**src/rtl/uart_host_endpoint_pkg.sv**
```systemverilog
// -----------------------------------------------------------------------------
// Shared configuration packages for the host-side UART link.
//   uart_config      : UART character geometry, baud helpers, TX FSM state type.
//                      The processor-side UART wrapper imports the same package,
//                      so both ends of the link derive identical bit timing.
//   processor_config : packet widths of the processor link.
//                      INP_WIDTH: host -> processor, OUT_WIDTH: processor -> host.
// No ports (packages only).
// -----------------------------------------------------------------------------
package uart_config;

  localparam int UART_WIDTH = 8;  // data bits per character
  localparam int UART_PADS  = 2;  // start + stop bit around each character

  // Clocks per 1/8 bit; the uart core runs an 8x prescaled bit timer.
  function automatic int calc_prescale(real clk, int baud);
    return $rtoi(clk / (8.0 * real'(baud)));
  endfunction

  // Clocks per 10-bit character, rounded up.
  function automatic int calc_char_clocks(real clk, int baud);
    real r;
    int  n;
    r = clk * 10.0 / real'(baud);
    n = $rtoi(r);
    if (real'(n) < r) n = n + 1;
    return n;
  endfunction

  typedef enum logic {
    TX_IDLE = 1'b0,
    TX_SEND = 1'b1
  } tx_state_e;

endpackage

package processor_config;

  localparam int INP_WIDTH = 12;
  localparam int OUT_WIDTH = 20;

endpackage

```
**src/rtl/uart_host_endpoint_uart.sv**
```systemverilog
// -----------------------------------------------------------------------------
// uart_core: 8N1 UART transmitter and receiver with byte-wide AXI-Stream sides.
// Bit period is 8*prescale clocks. The receiver samples the middle of each bit
// after a synchronised falling edge on rxd.
// Ports:
//   clk, arstn            clock, asynchronous active-low reset
//   prescale              clocks per 1/8 bit (constant from the top level)
//   tx_tdata/tvalid/tready byte to transmit
//   rx_tdata/tvalid/tready received byte, held until taken
//   rxd / txd             serial line in / out (idle high)
//   tx_busy / rx_busy     frame in progress
//   frame_err             one-cycle pulse: stop bit sampled low
//   overrun_err           one-cycle pulse: byte completed while previous still held
// -----------------------------------------------------------------------------
module uart_core
  import uart_config::*;
(
  input  logic                  clk,
  input  logic                  arstn,
  input  logic [15:0]           prescale,
  input  logic [UART_WIDTH-1:0] tx_tdata,
  input  logic                  tx_tvalid,
  output logic                  tx_tready,
  output logic [UART_WIDTH-1:0] rx_tdata,
  output logic                  rx_tvalid,
  input  logic                  rx_tready,
  input  logic                  rxd,
  output logic                  txd,
  output logic                  tx_busy,
  output logic                  rx_busy,
  output logic                  frame_err,
  output logic                  overrun_err
);

  logic [18:0] full_period;
  logic [18:0] half_period;

  assign full_period = {prescale, 3'b000} - 19'd1;
  assign half_period = {1'b0, prescale, 2'b00} - 19'd1;

  // ---------------------------------------------------------------- transmit
  logic [18:0] tx_cnt_q,   tx_cnt_d;
  logic [8:0]  tx_shreg_q, tx_shreg_d;  // data bits followed by the stop bit
  logic [3:0]  tx_bits_q,  tx_bits_d;
  logic        tx_busy_q,  tx_busy_d;
  logic        txd_q,      txd_d;

  assign tx_tready = !tx_busy_q;
  assign tx_busy   = tx_busy_q;
  assign txd       = txd_q;

  always_comb begin
    tx_cnt_d   = tx_cnt_q;
    tx_shreg_d = tx_shreg_q;
    tx_bits_d  = tx_bits_q;
    tx_busy_d  = tx_busy_q;
    txd_d      = txd_q;
    if (!tx_busy_q) begin
      if (tx_tvalid) begin
        tx_busy_d  = 1'b1;
        txd_d      = 1'b0;                 // start bit
        tx_shreg_d = {1'b1, tx_tdata};
        tx_bits_d  = 4'd9;
        tx_cnt_d   = full_period;
      end
    end else if (tx_cnt_q != 19'd0) begin
      tx_cnt_d = tx_cnt_q - 19'd1;
    end else if (tx_bits_q != 4'd0) begin
      txd_d      = tx_shreg_q[0];
      tx_shreg_d = {1'b0, tx_shreg_q[8:1]};
      tx_bits_d  = tx_bits_q - 4'd1;
      tx_cnt_d   = full_period;
    end else begin
      // Full stop-bit period has elapsed.
      tx_busy_d = 1'b0;
    end
  end

  always_ff @(posedge clk or negedge arstn) begin
    if (!arstn) begin
      tx_cnt_q   <= '0;
      tx_shreg_q <= '0;
      tx_bits_q  <= '0;
      tx_busy_q  <= 1'b0;
      txd_q      <= 1'b1;
    end else begin
      tx_cnt_q   <= tx_cnt_d;
      tx_shreg_q <= tx_shreg_d;
      tx_bits_q  <= tx_bits_d;
      tx_busy_q  <= tx_busy_d;
      txd_q      <= txd_d;
    end
  end

  // ----------------------------------------------------------------- receive
  logic                  rxd_meta_q, rxd_sync_q, rxd_prev_q;
  logic [18:0]           rx_cnt_q,    rx_cnt_d;
  logic [3:0]            rx_bit_q,    rx_bit_d;   // 0 start, 1..8 data, 9 stop
  logic                  rx_active_q, rx_active_d;
  logic [UART_WIDTH-1:0] rx_shreg_q,  rx_shreg_d;
  logic [UART_WIDTH-1:0] rx_data_q,   rx_data_d;
  logic                  rx_valid_q,  rx_valid_d;
  logic                  frame_err_q, frame_err_d;
  logic                  overrun_q,   overrun_d;

  assign rx_tdata    = rx_data_q;
  assign rx_tvalid   = rx_valid_q;
  assign rx_busy     = rx_active_q;
  assign frame_err   = frame_err_q;
  assign overrun_err = overrun_q;

  always_comb begin
    rx_cnt_d    = rx_cnt_q;
    rx_bit_d    = rx_bit_q;
    rx_active_d = rx_active_q;
    rx_shreg_d  = rx_shreg_q;
    rx_data_d   = rx_data_q;
    rx_valid_d  = rx_valid_q;
    frame_err_d = 1'b0;
    overrun_d   = 1'b0;

    if (rx_valid_q && rx_tready) rx_valid_d = 1'b0;

    if (!rx_active_q) begin
      if (rxd_prev_q && !rxd_sync_q) begin
        rx_active_d = 1'b1;
        rx_bit_d    = 4'd0;
        rx_cnt_d    = half_period;         // land in the middle of the start bit
      end
    end else if (rx_cnt_q != 19'd0) begin
      rx_cnt_d = rx_cnt_q - 19'd1;
    end else begin
      rx_cnt_d = full_period;
      if (rx_bit_q == 4'd0) begin
        // A start bit that is high again at mid-bit was a glitch.
        if (rxd_sync_q) rx_active_d = 1'b0;
        else            rx_bit_d    = 4'd1;
      end else if (rx_bit_q <= 4'd8) begin
        rx_shreg_d = {rxd_sync_q, rx_shreg_q[UART_WIDTH-1:1]};
        rx_bit_d   = rx_bit_q + 4'd1;
      end else begin
        rx_active_d = 1'b0;
        if (!rxd_sync_q) begin
          frame_err_d = 1'b1;
        end else if (rx_valid_q && !rx_tready) begin
          // Keep the byte already held; the new one is lost.
          overrun_d = 1'b1;
        end else begin
          rx_data_d  = rx_shreg_q;
          rx_valid_d = 1'b1;
        end
      end
    end
  end

  always_ff @(posedge clk or negedge arstn) begin
    if (!arstn) begin
      rxd_meta_q  <= 1'b1;
      rxd_sync_q  <= 1'b1;
      rxd_prev_q  <= 1'b1;
      rx_cnt_q    <= '0;
      rx_bit_q    <= '0;
      rx_active_q <= 1'b0;
      rx_shreg_q  <= '0;
      rx_data_q   <= '0;
      rx_valid_q  <= 1'b0;
      frame_err_q <= 1'b0;
      overrun_q   <= 1'b0;
    end else begin
      rxd_meta_q  <= rxd;
      rxd_sync_q  <= rxd_meta_q;
      rxd_prev_q  <= rxd_sync_q;
      rx_cnt_q    <= rx_cnt_d;
      rx_bit_q    <= rx_bit_d;
      rx_active_q <= rx_active_d;
      rx_shreg_q  <= rx_shreg_d;
      rx_data_q   <= rx_data_d;
      rx_valid_q  <= rx_valid_d;
      frame_err_q <= frame_err_d;
      overrun_q   <= overrun_d;
    end
  end

endmodule

```
**src/rtl/uart_host_endpoint_unpacker.sv**
```systemverilog
// -----------------------------------------------------------------------------
// uart_word_unpacker: reassembles received UART bytes (LSB byte first) into
// OUT_WIDTH-bit words held in a single output register.
// Optional macro HOST_RX_TIMEOUT_EN adds a silence timer that drops a partial
// word after TIMEOUT_CYCLES clocks without a byte and sets sticky rx_timeout.
// Ports:
//   clk, arstn                   clock, asynchronous active-low reset
//   rx_tdata/tvalid/tready       bytes from the uart core
//   m_axis_tdata/tvalid/tready   assembled words
//   rx_timeout                   sticky partial-word timeout (0 without macro)
// -----------------------------------------------------------------------------
module uart_word_unpacker
  import uart_config::*;
#(
  parameter int OUT_WIDTH      = 20,
  parameter int TIMEOUT_CYCLES = 12800
) (
  input  logic                  clk,
  input  logic                  arstn,
  input  logic [UART_WIDTH-1:0] rx_tdata,
  input  logic                  rx_tvalid,
  output logic                  rx_tready,
  output logic [OUT_WIDTH-1:0]  m_axis_tdata,
  output logic                  m_axis_tvalid,
  input  logic                  m_axis_tready,
  output logic                  rx_timeout
);

  localparam int OUT_BYTES = (OUT_WIDTH + 7) / 8;
  localparam int IDX_W     = (OUT_BYTES > 1) ? $clog2(OUT_BYTES) : 1;

  logic [8*OUT_BYTES-1:0] asm_q,    asm_d;
  logic [IDX_W-1:0]       idx_q,    idx_d;
  logic [OUT_WIDTH-1:0]   m_data_q, m_data_d;
  logic                   m_valid_q, m_valid_d;
  logic                   accept;

  // One holding register: no byte is taken while a word waits downstream.
  assign rx_tready     = !m_valid_q;
  assign accept        = rx_tvalid && !m_valid_q;
  assign m_axis_tdata  = m_data_q;
  assign m_axis_tvalid = m_valid_q;

`ifdef HOST_RX_TIMEOUT_EN
  localparam int TMO_W = $clog2(TIMEOUT_CYCLES + 1);
  logic [TMO_W-1:0] tmo_q,     tmo_d;
  logic             timeout_q, timeout_d;
  assign rx_timeout = timeout_q;
`else
  assign rx_timeout = 1'b0;
`endif

  always_comb begin
    asm_d     = asm_q;
    idx_d     = idx_q;
    m_data_d  = m_data_q;
    m_valid_d = m_valid_q;

    if (m_valid_q && m_axis_tready) m_valid_d = 1'b0;

    if (accept) begin
      asm_d[{idx_q, 3'b000} +: 8] = rx_tdata;
      if (idx_q == IDX_W'(OUT_BYTES - 1)) begin
        m_data_d  = asm_d[OUT_WIDTH-1:0];  // pad bits of the top byte dropped
        m_valid_d = 1'b1;
        idx_d     = '0;
      end else begin
        idx_d = idx_q + 1'b1;
      end
    end

`ifdef HOST_RX_TIMEOUT_EN
    tmo_d     = tmo_q;
    timeout_d = timeout_q;
    // An arriving byte takes priority over an expiring count.
    if (idx_q == '0 || accept) begin
      tmo_d = '0;
    end else if (tmo_q == TMO_W'(TIMEOUT_CYCLES - 1)) begin
      tmo_d     = '0;
      idx_d     = '0;
      asm_d     = '0;
      timeout_d = 1'b1;
    end else begin
      tmo_d = tmo_q + 1'b1;
    end
`endif
  end

  always_ff @(posedge clk or negedge arstn) begin
    if (!arstn) begin
      asm_q     <= '0;
      idx_q     <= '0;
      m_data_q  <= '0;
      m_valid_q <= 1'b0;
    end else begin
      asm_q     <= asm_d;
      idx_q     <= idx_d;
      m_data_q  <= m_data_d;
      m_valid_q <= m_valid_d;
    end
  end

`ifdef HOST_RX_TIMEOUT_EN
  always_ff @(posedge clk or negedge arstn) begin
    if (!arstn) begin
      tmo_q     <= '0;
      timeout_q <= 1'b0;
    end else begin
      tmo_q     <= tmo_d;
      timeout_q <= timeout_d;
    end
  end
`endif

endmodule

```
**src/rtl/uart_host_endpoint.sv**
```systemverilog
// -----------------------------------------------------------------------------
// uart_host_endpoint: host-side end of the processor UART link.
//   TX: INP_WIDTH packets from s_axis are sent LSB byte first (top byte
//       zero-padded) as 8N1 characters on txd.
//   RX: bytes on rxd are reassembled into OUT_WIDTH words on m_axis.
// Optional macro HOST_RX_TIMEOUT_EN enables the rx partial-word timeout.
// Ports:
//   clk, arstn                 clock, asynchronous active-low reset
//   s_axis_tdata/tvalid/tready packet to send
//   m_axis_tdata/tvalid/tready word received
//   rxd / txd                  serial in / out (idle high)
//   rx_busy / tx_busy          uart receiver / transmitter mid-frame
//   rx_error                   sticky frame or overrun error
//   rx_timeout                 sticky partial-word timeout
// -----------------------------------------------------------------------------
module uart_host_endpoint
  import uart_config::*;
  import processor_config::*;
#(
  parameter real CLK_FREQ      = 100.0e6,
  parameter int  BAUD_RATE     = 115_200,
  parameter int  TIMEOUT_CHARS = 16
) (
  input  logic                 clk,
  input  logic                 arstn,
  input  logic [INP_WIDTH-1:0] s_axis_tdata,
  input  logic                 s_axis_tvalid,
  output logic                 s_axis_tready,
  output logic [OUT_WIDTH-1:0] m_axis_tdata,
  output logic                 m_axis_tvalid,
  input  logic                 m_axis_tready,
  input  logic                 rxd,
  output logic                 txd,
  output logic                 rx_busy,
  output logic                 tx_busy,
  output logic                 rx_error,
  output logic                 rx_timeout
);

  localparam int          INP_BYTES      = (INP_WIDTH + 7) / 8;
  localparam int          BCNT_W         = (INP_BYTES > 1) ? $clog2(INP_BYTES) : 1;
  localparam int          PRESCALE       = calc_prescale(CLK_FREQ, BAUD_RATE);
  localparam logic [15:0] PRESCALE_16    = 16'(PRESCALE);
  localparam int          TIMEOUT_CYCLES = TIMEOUT_CHARS * calc_char_clocks(CLK_FREQ, BAUD_RATE);

  logic [UART_WIDTH-1:0] tx_tdata;
  logic                  tx_tvalid;
  logic                  tx_tready;
  logic [UART_WIDTH-1:0] rx_tdata;
  logic                  rx_tvalid;
  logic                  rx_tready;
  logic                  frame_err;
  logic                  overrun_err;

  uart_core u_uart (
    .clk         (clk),
    .arstn       (arstn),
    .prescale    (PRESCALE_16),
    .tx_tdata    (tx_tdata),
    .tx_tvalid   (tx_tvalid),
    .tx_tready   (tx_tready),
    .rx_tdata    (rx_tdata),
    .rx_tvalid   (rx_tvalid),
    .rx_tready   (rx_tready),
    .rxd         (rxd),
    .txd         (txd),
    .tx_busy     (tx_busy),
    .rx_busy     (rx_busy),
    .frame_err   (frame_err),
    .overrun_err (overrun_err)
  );

  uart_word_unpacker #(
    .OUT_WIDTH      (OUT_WIDTH),
    .TIMEOUT_CYCLES (TIMEOUT_CYCLES)
  ) u_unpacker (
    .clk           (clk),
    .arstn         (arstn),
    .rx_tdata      (rx_tdata),
    .rx_tvalid     (rx_tvalid),
    .rx_tready     (rx_tready),
    .m_axis_tdata  (m_axis_tdata),
    .m_axis_tvalid (m_axis_tvalid),
    .m_axis_tready (m_axis_tready),
    .rx_timeout    (rx_timeout)
  );

  // ---------------------------------------------------------------- TX FSM
  tx_state_e              state_q,    state_d;
  logic [8*INP_BYTES-1:0] shreg_q,    shreg_d;
  logic [BCNT_W-1:0]      byte_cnt_q, byte_cnt_d;
  logic                   s_ready_q;
  logic                   rx_error_q;

  assign s_axis_tready = s_ready_q;
  assign rx_error      = rx_error_q;

  always_comb begin
    state_d    = state_q;
    shreg_d    = shreg_q;
    byte_cnt_d = byte_cnt_q;
    tx_tvalid  = 1'b0;
    tx_tdata   = shreg_q[7:0];
    case (state_q)
      TX_IDLE: begin
        if (s_axis_tvalid && s_ready_q) begin
          shreg_d                  = '0;
          shreg_d[INP_WIDTH-1:0]   = s_axis_tdata;
          byte_cnt_d               = '0;
          state_d                  = TX_SEND;
        end
      end
      TX_SEND: begin
        tx_tvalid = 1'b1;
        if (tx_tready) begin
          shreg_d    = shreg_q >> 8;
          byte_cnt_d = byte_cnt_q + 1'b1;
          if (byte_cnt_q == BCNT_W'(INP_BYTES - 1)) state_d = TX_IDLE;
        end
      end
      default: state_d = TX_IDLE;
    endcase
  end

  // Ready is registered so it stays low through reset and rises on the
  // first edge after release.
  always_ff @(posedge clk or negedge arstn) begin
    if (!arstn) begin
      state_q    <= TX_IDLE;
      shreg_q    <= '0;
      byte_cnt_q <= '0;
      s_ready_q  <= 1'b0;
      rx_error_q <= 1'b0;
    end else begin
      state_q    <= state_d;
      shreg_q    <= shreg_d;
      byte_cnt_q <= byte_cnt_d;
      s_ready_q  <= (state_d == TX_IDLE);
      rx_error_q <= rx_error_q | frame_err | overrun_err;
    end
  end

endmodule

```
**config.mk**
```make
export PLATFORM = sky130hd
export DESIGN_NAME = uart_host_endpoint
export DESIGN_NICKNAME = d
export VERILOG_FILES = /design/src/rtl/uart_host_endpoint_pkg.sv /design/src/rtl/uart_host_endpoint_uart.sv /design/src/rtl/uart_host_endpoint_unpacker.sv /design/src/rtl/uart_host_endpoint.sv
export SDC_FILE = /design/constraint.sdc
export NUM_CORES = 1
export LEC_CHECK = 0
export ABC_CLOCK_PERIOD_IN_PS = 4150
export CORE_MARGIN = 2
export CORE_UTILIZATION = 35
export CTS_BUF_LIST = sky130_fd_sc_hd__clkbuf_4 sky130_fd_sc_hd__clkbuf_8 sky130_fd_sc_hd__clkbuf_16
export CTS_CLUSTER_DIAMETER = 50
export DETAILED_ROUTE_END_ITERATION = 10
export PLACE_DENSITY = 0.49
export SETUP_SLACK_MARGIN = 0.15
export SLEW_MARGIN = 15
export SYNTH_ARGS = -nofsm -noshare
export SYNTH_HDL_FRONTEND = slang
export SYNTH_SLANG_ARGS = --single-unit
```
**constraint.sdc**
```tcl
create_clock -name clk -period 4.15 [get_ports clk]
set_input_delay 0.6225 -clock clk [delete_from_list [all_inputs] [get_ports clk]]
set_output_delay 0.6225 -clock clk [all_outputs]
set_load 0.02 [all_outputs]
```
# --- Word-level counts from Yosys, hierarchy flattened ---
# Index checks and enable logic that the tools add are counted.
word_totals:
  ff_bits: 147
  input_bits: 17
  out_inout_bits: 27
  wordCells: 140
op_classes:
  n_addsub: 7
  n_lt_le_gt_ge: 1
  n_eq_ne: 9
  shift: 2
  muxes: 68
  bitwise: 8
  reduce_logical: 20
op_table:
  columns: ["cell", "count"]
  rows:
  - ["$mux W19", 7]
  - ["$mux W1", 40]
  - ["$mux W4", 10]
  - ["$reduce_bool A19 Y1", 2]
  - ["$sub A19 B1 Y19 const B", 2]
  - ["$mux W9", 4]
  - ["$mux W16", 2]
  - ["$pmux W16 S2", 1]
  - ["$bwmux W24", 1]
  - ["$shift A8 B7 Y24 const A", 1]
  - ["$shiftx A8 B7 Y24", 1]
  - ["$ne A2 B2 Y1 const B", 5]
  - ["$ne A3 B3 Y1 const B", 3]
  - ["$reduce_and A4 Y1", 2]
  - ["$neg A5 Y7", 1]
  - ["$not A1 Y1", 6]
  - ["$reduce_and A2 Y1", 3]
  - ["$reduce_and A6 Y1", 1]
  - ["$logic_and A1 B1 Y1", 5]
  - ["$add A4 B1 Y4 const B", 1]
  - ["$le A4 B4 Y1 const B", 1]
  - ["$logic_not A4 Y1", 1]
  - ["$pmux W1 S2", 2]
  - ["$reduce_bool A2 Y1", 2]
  - ["9 further kinds", 11]

# --- Logic depth before layout (Yosys ltp) ---
logic_depth:
  depth_word: 9
  mapped_depth: 9

# --- Hierarchy ---
# From an unflattened synthesis, not the netlist that was laid out.
unflattened:
  cells_unflattened: 758
  area_unflattened_um2: 7504.7
by_module_without_submodules:
  columns: ["mod", "instances", "cells_each", "area_each_um2"]
  rows:
  - ["uart_core", 1, 508, 4713.3]
  - ["uart_word_unpacker", 1, 183, 1953.1]
  - ["uart_host_endpoint", 1, 67, 838.3]

# --- Least setup slack after synthesis ---
# No wires, ideal clock.
synth_path:
  path_kind: "flip-flop to flip-flop"
  startpoint: "reg u_uart.tx_cnt_q[11]"
  endpoint: "reg u_uart.tx_cnt_q[17]"
  arrival_ns: 2.316
  t_required_ns: 4.067
  slack_ns: 1.752
  stages_incl_launch_ff: 7
  n_path_buf: 1
  period_less_slack_ns: 2.398
  path_cell_list: "dfrtp_1 -> or4_4 -> or4_4 -> buf_6 -> or4_4 -> or3_1 -> o21ai_0"
synth_via:
  elab_chain_len: 3
synth_lines:
  columns: ["element", "line", "text"]
  rows:
  - ["start: declaration", "uart_host_endpoint_uart.sv:42", "logic [18:0] tx_cnt_q, tx_cnt_d;"]
  - ["start signal: assignment", "uart_host_endpoint_uart.sv:87", "tx_cnt_q <= tx_cnt_d;"]
  - ["$sub A19 B1 Y19 or $reduce_bool A19 Y1 (tied branches)", "uart_host_endpoint_uart.sv:67, uart_host_endpoint_uart.sv:66", null]
  - ["$mux W19 or $ne A3 B3 Y1 (tied branches)", null, null]
  - ["$mux W19 or $reduce_and A2 Y1 (tied branches)", null, null]
# Parallel ways exist; a longest one is shown, timed or not.
# A chain may end at the register's enable or synchronous reset.

# --- Final worst setup path ---
layout_path:
  startpoint: "reg u_uart.tx_cnt_q[4]"
  endpoint: "reg u_uart.tx_shreg_q[1]"
layout_via:
  elab_chain_len: 3
layout_lines:
  columns: ["element", "line", "text"]
  rows:
  - ["$reduce_bool A19 Y1", "uart_host_endpoint_uart.sv:66", "end else if (tx_cnt_q != 19'd0) begin"]
  - ["$ne A2 B2 Y1 (no source line)", null, null]
  - ["$reduce_and A3 Y1 (no source line)", null, null]
  - ["end signal: assignment", "uart_host_endpoint_uart.sv:88", "tx_shreg_q <= tx_shreg_d;"]
  - ["end: declaration", "uart_host_endpoint_uart.sv:43", "logic [8:0] tx_shreg_q, tx_shreg_d;"]
# No other way between the ends.

==> impl_metrics.csv <==
group,metric,value,unit
final_layout,final_cells,914,
logic_synthesis,async_flop_share,1.00,
route,drcViolationCount,5,
route,antenna_left,0,
route,via_per_inst,5.28,
placed_design,gp_congestion,0.791,
pwr,power.density,526,mW/mm^2
floorplanning,coreArea,0.0181,mm^2
sta,rsz0062_at_grt,"false",
sta,tightest_slew,976,ps
pwr,p_int,2.98,mW
worst_setup_path,path_max_fanout,15,
logic_synthesis,syn_area,0.00648,mm^2
pwr,combPwrFrac,0.138,
floorplanning,initial_core_util,0.358,
floorplanning,num_io_pins,44,
floorplanning,dieArea,0.0196,mm^2
route,wl,14100,um
sta,final.period_utilization,0.671,
hold_path,min_path_type,"input pin to asynchronous set/reset pin",
pwr,total_power,4.09,mW
floorplanning,num_rows,49,
logic_synthesis,yosysSeqAreaShare,0.537,
pwr,p_sw_frac,0.271,
worst_setup_path,worstPathCellList,"nor3_1 > nand4_1 > o21a_1 > nor2_2 > o221a_2",
worst_setup_path,r2r_setup_slack,1370,ps
logic_synthesis,netlist_top_cells_count,"135 x dfrtp_1, 73 x o21ai_0, 68 x nand2_1, 40 x a21oi_1, 27 x a22o_1",
grt,grt_use_met3,0.0366,
logic_synthesis,synth_most_common_cell,"dfrtp_1",
floorplanning,die_h,140,um
clock_tree,clock_tree.buffer_depth,2,
logic_synthesis,synth_ff_type,"dfrtp_1",
logic_synthesis,synth_area_per_cell,10.2,um^2
placed_design,place_ws,1420,ps
worst_setup_path,crit_arrival,3150,ps
route,wl_per_cell,15.4,um
worst_setup_path,crit_type,"register to register",
worst_setup_path,max_stage_delay,550,ps
logic_synthesis,synth_seq_cells,139,
final_layout,num-fill-cells,1700,
logic_synthesis,synth_top_area_frac,0.521,
grt,antenna_found_initial,0,
grt,grt_max_degree,104,
grt,grt_util_all_layers,0.150,
sta,tns,0,ps
route,drt_iter0_drc,288,
grt,gr-max-usage-layer,"met2",
clock_tree,ctsHoldBuffers,0,
grt,grt_pass1_vias,4612,
final_layout,multi_input_area,0.00277,mm^2
clock_tree,insertion_delay,420,ps
route,dr.pass1.iters,8,
grt,grt_pass1_wl,23700,um
logic_synthesis,synth_cell_type_count,62,
final_layout,antenna_cells,0,
floorplanning,die_x,140,um
logic_synthesis,synth_nets,664,
sta,finalSetupViolCount,0,
worst_setup_path,worstPathRequired,4510,ps
job,maxCapViolCount,0,
clock_tree,clk_pin_slew_worst_paths,60,ps
clock_tree,cts-root-buf,"clkbuf_16",
final_layout,nets,702,
placed_design,dp_cells,882,
pwr,vdd_ir_drop_max,0.000305,V
sta,max_slew_margin,0.349,
clock_tree,cts_setup_buffers,0,
worst_setup_path,crit_slowest_cell,"nand4_1",
pwr,clkPwrFrac,0.427,
pwr,p_leak,3.38,nW
logic_synthesis,syn_inst,634,
clock_tree,cts-resized-gates,0,
outcome,violations,"DRC",
placed_design,io_buffer_count,42,
final_layout,drive_above_1_share,0.112,
worst_setup_path,critPathCaptureType,"register",
sta,fin_crit,2780,ps
sta,fmax,359,MHz
clock_tree,cts-htree-levels,4,
logic_synthesis,synth_top_cell_by_area,"dfrtp_1",
outcome,status,"complete, but fails checks",
pwr,power_switching,1.11,mW
final_layout,syn_to_final_growth,20.1,%
clock_tree,cts_buffers,17,
sta,setup_slack,1370,ps
grt,grt_util_met2,0.231,
clock_tree,cts_tree,"done",
logic_synthesis,synth_edf_count,0,
route,vias,4822,
sta,hold_viol,0,
sta,drv_slew,0,
grt,met1_usage,0.206,
pwr,p_seq_frac,0.435,
final_layout,regArea,0.00348,mm^2
grt,gr-total-overflow,0,
logic_synthesis,yosys_warnings,0,
clock_tree,clkSinkCount,139,
logic_synthesis,synth_area_leaders,"dfrtp_1 52%, o21ai_0 5.6%, nand2_1 3.9%, a22o_1 3.6%, a21oi_1 3.1%",
sta,finClkSkew,8.24,ps
worst_setup_path,critPathLaunchType,"register",
placed_design,hpwl,9130,um
[path summary, 6_finish.rpt]
check	cells past startpoint	endpoint	from
max in group asynchronous	2	u_uart.rxd_prev_q	arstn
worst max-delay path	5	u_uart.tx_shreg_q[1]	u_uart.tx_cnt_q[4]
worst min register to register	0	u_uart.rxd_sync_q	u_uart.rxd_meta_q
worst min-delay path	1	u_uart.tx_shreg_q[4]	arstn
worst max register to register	5	u_uart.tx_shreg_q[1]	u_uart.tx_cnt_q[4]
min in group clk	0	u_uart.rxd_sync_q	u_uart.rxd_meta_q
[layout make-up]
cell class	instances	area share
inverters	26	0.0125
multi-input cells	441	0.356
well taps	229	0.0368
flip-flops and latches	139	0.448
repair buffers	47	0.0590
clock inverters	13	0.0309
clock buffers	19	0.0566
[sequential cells by signal, indices dropped and copies added (netlist names), 2 cells and up]
name	count
u_uart.rx_tdata	8
u_unpacker.idx_q	2
u_uart.tx_bits_q	4
u_unpacker.m_axis_tdata	20
u_uart.tx_shreg_q	9
u_uart.rx_bit_q	4
u_uart.rx_cnt_q	19
u_uart.rx_shreg_q	8
u_uart.tx_cnt_q	19
u_unpacker.asm_q	20
shreg_q	12
[critical path: cells and delay by family, from the launching register on]
| family | cells | cell delay [ps] |
|---|---|---|
| AO/OA/AOI/OAI | 2 | 810 |
| flip-flops | 1 | 400 |
| AND/OR/NAND/NOR | 3 | 1510 |
[cell families after synthesis]
group	Yosys count	share of synthesized area
AND/OR/NAND/NOR	217	0.178
flip-flops	139	0.537
adder cells (fa/ha/maj)	13	0.0251
multiplexers	21	0.0355
AO/OA/AOI/OAI	186	0.185
XOR/XNOR	3	0.00405
buffers and inverters	54	0.0349
other	1	0.000579
[power groups by stage]
stage | Clock, mW | Sequential (mW) | Combinational (mW)
after floorplan | 0 | 1.73 | 0.466
after global placement | 0 | 1.79 | 0.562
after detailed placement | 0 | 1.80 | 0.574
after CTS | 1.80 | 1.78 | 0.576
after global routing | 1.86 | 1.82 | 0.655
final | 1.75 | 1.78 | 0.567
[routing by layer]
metal  part of all wire  vias to the layer above
met3              0.035                       16
met1               0.48                     2354
met4              0.016                        0
li1                   -                     2372
met2               0.46                       80
met5                  0                        -
[layout by cell type, fill, tap and decap left out, types with 17 or more instances in the layout]
cell type,instances
a21oi_1,40
a22o_1,27
clkbuf_16,17
clkdlybuf4s50_1,41
dfrtp_1,135
inv_1,24
nand2_1,67
nor2_1,22
nor2b_1,23
nor3_1,22
o21ai_0,73
[metrics by stage]
step	hold slack (ps)	util	area, um^2
2_1_floorplan	327	-	6480
4_1_cts	354	0.430	7780
5_1_grt	361	0.430	7780
6_report	294	0.430	7780
3_3_place_gp	347	0.392	7100
3_5_place_dp	348	0.392	7100
Note: power is estimated with default switching activity, not from simulation.
